`src/rtl/apb_slave_regfile.sv`:
```
// apb_slave_regfile: APB3 completer with a bank of NUM_REGS read/write registers.
// Each access gets WAIT_CYCLES wait states before pready is asserted.
// Optional feature macro: APB_SLV_PSLVERR_EN. When defined, pslverr flags
// out-of-range addresses. When undefined, pslverr is tied to 0.
module apb_slave_regfile #(
    parameter int DATA_WIDTH  = 8,
    parameter int ADDR_WIDTH  = 8,
    parameter int NUM_REGS    = 16,
    parameter int WAIT_CYCLES = 1
) (
    input  logic                  clk,
    input  logic                  rstn,
    input  logic                  psel,
    input  logic                  penable,
    input  logic                  pwrite,
    input  logic [ADDR_WIDTH-1:0] paddr,
    input  logic [DATA_WIDTH-1:0] pwdata,
    output logic [DATA_WIDTH-1:0] prdata,
    output logic                  pready,
    output logic                  pslverr
);

    localparam int                  IDX_W      = (NUM_REGS > 1) ? $clog2(NUM_REGS) : 1;
    localparam logic [3:0]          WAIT_C     = 4'(WAIT_CYCLES);
    localparam logic [ADDR_WIDTH:0] NUM_REGS_C = (ADDR_WIDTH + 1)'(NUM_REGS);

    typedef enum logic {
        IDLE,
        ACCESS
    } state_t;

    state_t                state;
    state_t                state_nxt;
    logic [3:0]            cnt;
    logic [3:0]            cnt_nxt;
    logic [DATA_WIDTH-1:0] regs [NUM_REGS];
    logic                  in_range;
    logic [IDX_W-1:0]      idx;

    // The register index is paddr itself. Only the low bits are used once the range check has passed.
    assign in_range = ({1'b0, paddr} < NUM_REGS_C);
    assign idx      = IDX_W'(paddr);

    // Completion is decoded combinationally from the registered state and the live bus.
    assign pready = (state == ACCESS) & psel & penable & (cnt == WAIT_C);
    assign prdata = (pready & ~pwrite & in_range) ? regs[idx] : '0;

`ifdef APB_SLV_PSLVERR_EN
    assign pslverr = pready & ~in_range;
`else
    assign pslverr = 1'b0;
`endif

    // State and wait-counter register, cleared asynchronously.
    always_ff @(posedge clk or negedge rstn) begin
        if (!rstn) begin
            state <= IDLE;
            cnt   <= '0;
        end else begin
            state <= state_nxt;
            cnt   <= cnt_nxt;
        end
    end

    // Next-state logic. A setup phase starts ACCESS. A dropped psel or a completion returns to IDLE.
    always_comb begin
        state_nxt = state;
        cnt_nxt   = cnt;
        unique case (state)
            IDLE: begin
                if (psel && !penable) begin
                    state_nxt = ACCESS;
                    cnt_nxt   = '0;
                end
            end
            ACCESS: begin
                if (!psel || pready) begin
                    state_nxt = IDLE;
                end else if (cnt != '1) begin
                    cnt_nxt = cnt + 4'd1;
                end
            end
            default: state_nxt = IDLE;
        endcase
    end

    // Register bank. It is written only on a completing in-range write.
    always_ff @(posedge clk or negedge rstn) begin
        if (!rstn) begin
            regs <= '{default: '0};
        end else if (pready && pwrite && in_range) begin
            regs[idx] <= pwdata;
        end
    end

endmodule

```
`config.mk`:
```
export PLATFORM = sky130hd
export DESIGN_NAME = apb_slave_regfile
export DESIGN_NICKNAME = d
export VERILOG_FILES = /design/src/rtl/apb_slave_regfile.sv
export SDC_FILE = /design/constraint.sdc
export NUM_CORES = 1
export LEC_CHECK = 0
export BUFFER_PORTS_ARGS = -buffer_cell sky130_fd_sc_hd__buf_2
export CORE_MARGIN = 1
export CORE_UTILIZATION = 61
export CTS_CLUSTER_SIZE = 28
export DETAILED_ROUTE_END_ITERATION = 7
export PLACE_DENSITY = 0.79
export SETUP_SLACK_MARGIN = 0.3
export SYNTH_ARGS = -nofsm -noshare
export SYNTH_HDL_FRONTEND = slang
export SYNTH_SLANG_ARGS = --single-unit
```
`constraint.sdc`:
```
create_clock -name clk -period 3.05 [get_ports clk]
set_input_delay 0.305 -clock clk [delete_from_list [all_inputs] [get_ports clk]]
set_output_delay 0.305 -clock clk [all_outputs]
set_load 0.02 [all_outputs]
```
==> impl_metrics.yaml <==
yosys:
  ys_ff_latch: 133
  synthMuxAreaShare_pct: 34.0
  avgSynthCellArea_um2: 15.2
  yosysWarningCount: 0
  syn-instance-count: 417
  synth.distinct_cells: 39
  synth_compound_area_share_pct: 2.63
  synth_top_family_by_area: "multiplexers"
  synthSimpleGateAreaFrac_pct: 7.95
  synth_fp_nets: 440
  synthesis.area_mm2: 0.00634
  seq_area_frac_synth_pct: 52.5
  synth_xor_area_share_pct: 0
  synth_fa_ha_area_share_pct: 0.395
clock_tree:
  cts_buffers: 17
  root_buffer: "clkbuf_8"
  cts_sinks: 133
  h-tree-depth: 4
  cts_tree: "built"
  clk_latency_ns: 0.53
  clk_pin_slew_ns: 0.05
  cts_buffer_depth: 2
grt:
  grt_overflow: 0
  antenna_found_initial: 0
  grt_pass1_vias: 3930
  grt_max_degree: 45
  track_usage_pct: 27.6
  grt_first_pass_wirelength_um: 21900
timing:
  grt_setup_unrepaired: "yes"
  fin_crit_sh_pct: 87.9
  setup_viol: 0
  fmax_mhz: 373
  drv_slew: 0
  fin_crit_ns: 2.68
  skew_ns: 0.00437
  hold_viol_final: 0
  tightest_slew_ns: 0.805
  slew_headroom_pct: 45.9
  tns_ns: 0
worst_setup_path:
  crit_required_ns: 2.74
  arrival_ns: 2.38
  worstSetupPathType: "reg -> out"
  worst_setup_path_end_kind: "primary output"
  cp-start-kind: "flip-flop"
  cp_max_fo: 8
route:
  drt_pass1_iterations: 5
  postRouteAntennaNets: 0
  vias: 3843
  drc: 0
  wire_per_inst_um: 22.7
  via_per_inst: 6.45
  drtIter0Drc: 312
  wl_um: 13500
  route.met3.wl_um: 863
  drt-met1-wl_um: 5690
  highest_layer: "met4"
  wl_met2_um: 6880
power:
  power_mw: 3.88
  leakagePower_nw: 3.55
  ir_worst_vdd_v: 0.000396
  p_per_area_mw_per_mm2: 533
job:
  cap_violations: 0
placement:
  hpwl_um: 8700
  portBuffers: 29
  gp_congestion: 0.794
worst_hold_path:
  hp-class: "in -> reg"
floorplanning:
  ios: 31
  core_area_mm2: 0.00991
  fp.dieW_um: 104
  dieArea_mm2: 0.0108
  die_y_um: 104
  initial_core_util_pct: 64.0
  rows: 36
run_status:
  status: "complete, no violations"
finish:
  drive_above_1_share_pct: 54.2
  areaGrowthSynthToFinish_pct: 14.7
  seqCellArea_mm2: 0.00333
  multiInputGateArea_mm2: 0.00294
  finalNetCount: 476
  num_antenna_cells: 0
  fill_cells: 633
[cell usage after synthesis]
cell type	n	area share, %
buf_1	1	0.059
dfrtp_1	133	53
a311o_1	1	0.16
o21ai_0	2	0.16
o2bb2ai_1	1	0.14
inv_1	4	0.24
or3_1	1	0.099
nand2_1	11	0.65
and3_1	1	0.099
nor2b_1	1	0.099
conb_1	1	0.059
and2_1	1	0.099
ha_1	2	0.39
or3b_2	1	0.14
buf_8	1	0.24
o211ai_1	2	0.24
nand4_1	1	0.099
nand3_1	6	0.47
nand2b_1	4	0.39
o2111ai_1	2	0.28
a21oi_1	4	0.32
nand4b_1	1	0.14
mux2_2	129	23
or4b_2	1	0.16
clkbuf_1	15	0.89
nor2_1	2	0.12
buf_2	12	0.95
or4_1	6	0.71
mux4_2	28	9.9
or2_2	1	0.099
o211a_1	1	0.16
nor3_1	6	0.47
nand4bb_1	1	0.18
buf_4	1	0.12
nor3b_1	1	0.12
nor4_4	11	3.7
o22ai_1	12	1.2
mux2i_1	7	1.1
nand3b_1	1	0.12
[power breakdown]
part | switching (mW) | internal [mW] | total, mW
Sequential | 0.0334 | 1.79 | 1.82
Clock | 0.688 | 1.10 | 1.79
Combinational | 0.171 | 0.0950 | 0.266
Total | 0.893 | 2.99 | 3.88
[path summary, 6_finish.rpt]
check	from	endpoint	slack (ns)	cells past startpoint
min in group asynchronous	rstn	regs[117]	0.21	2
max in group asynchronous	rstn	regs[102]	2.01	3
min	psel	state	0.09	2
min reg2reg	regs[67]	regs[67]	0.50	1
max	cnt[1]	prdata[1]	0.37	7
max reg2reg	cnt[1]	regs[6]	0.66	7
[critical path: stages (launching register included)]
cell	delay, ns
dfrtp_1	0.38
inv_1	0.06
ha_2	0.17
nor3b_4	0.19
and2_4	0.18
or3b_4	0.50
nor3_4	0.23
buf_6	0.14
[cell usage in the layout, fill, tap and decap left out, drive strengths merged, types with 2 or more instances in the layout]
cell type    n
a21oi        4
buf         46
clkbuf      24
clkinv       3
dfrtp      133
ha           2
inv          4
mux2       129
mux2i        7
mux4        28
nand2       11
nand2b       4
nand3        6
nor2         2
nor3         6
nor4        11
o2111ai      2
o211ai       2
o21ai        2
o22ai       12
or4          6
[kinds of logic after synthesis]
group,count (synthesis)
fa+ha+maj,2
flops,133
mux,164
other cells,1
simple gates,58
compound gates,25
buf+inv,34
[stage by stage]
stage | area [um^2] | instances | util [%] | setup WS (ns) | hold WS [ns]
detailed placement | 6620 | 564 | 66.8 | 0.477 | 0.212
global placement | 6620 | 564 | 66.8 | 0.528 | 0.210
global route | 7270 | 596 | 73.4 | 0.272 | 0.0701
floorplan | 6340 | 417 | - | 0.538 | 0.00941
CTS | 7260 | 595 | 73.2 | 0.296 | 0.0494
finish | 7270 | 596 | 73.4 | 0.368 | 0.0866
[timing repair]
item / in CTS / in global routing
hold endpoints to repair: 20 / 0
pin swaps: 4 / 3
gates cloned: 0 / 0
endpoints found under the setup margin: 8 / 8
setup buffers: 1 / 1
resized for setup: 23 / 4
hold buffers: 1 / 0
[area by class of cell]
| cell class | count | area share, % |
|---|---|---|
| clock inverter | 5 | 0.723 |
| sequential | 133 | 45.8 |
| timing repair buffer | 47 | 4.27 |
| clock buffer | 24 | 6.33 |
| tap | 133 | 2.29 |
| inverter | 4 | 0.206 |
| multi-input combinational | 250 | 40.4 |
[state kept, by name, indices dropped and copies added, names as in the netlist]
register  cells
regs        128
state         1
cnt           4
[per-layer routing]
| metal | vias up | GRT usage [%] |
|---|---|---|
| li1 | 1644 | - |
| met1 | 2067 | 38.9 |
| met2 | 122 | 42.0 |
| met3 | 10 | 8.33 |
| met4 | 0 | 7.65 |
| met5 | - | 0 |
No activity file was read; power rests on OpenSTA's default activity.
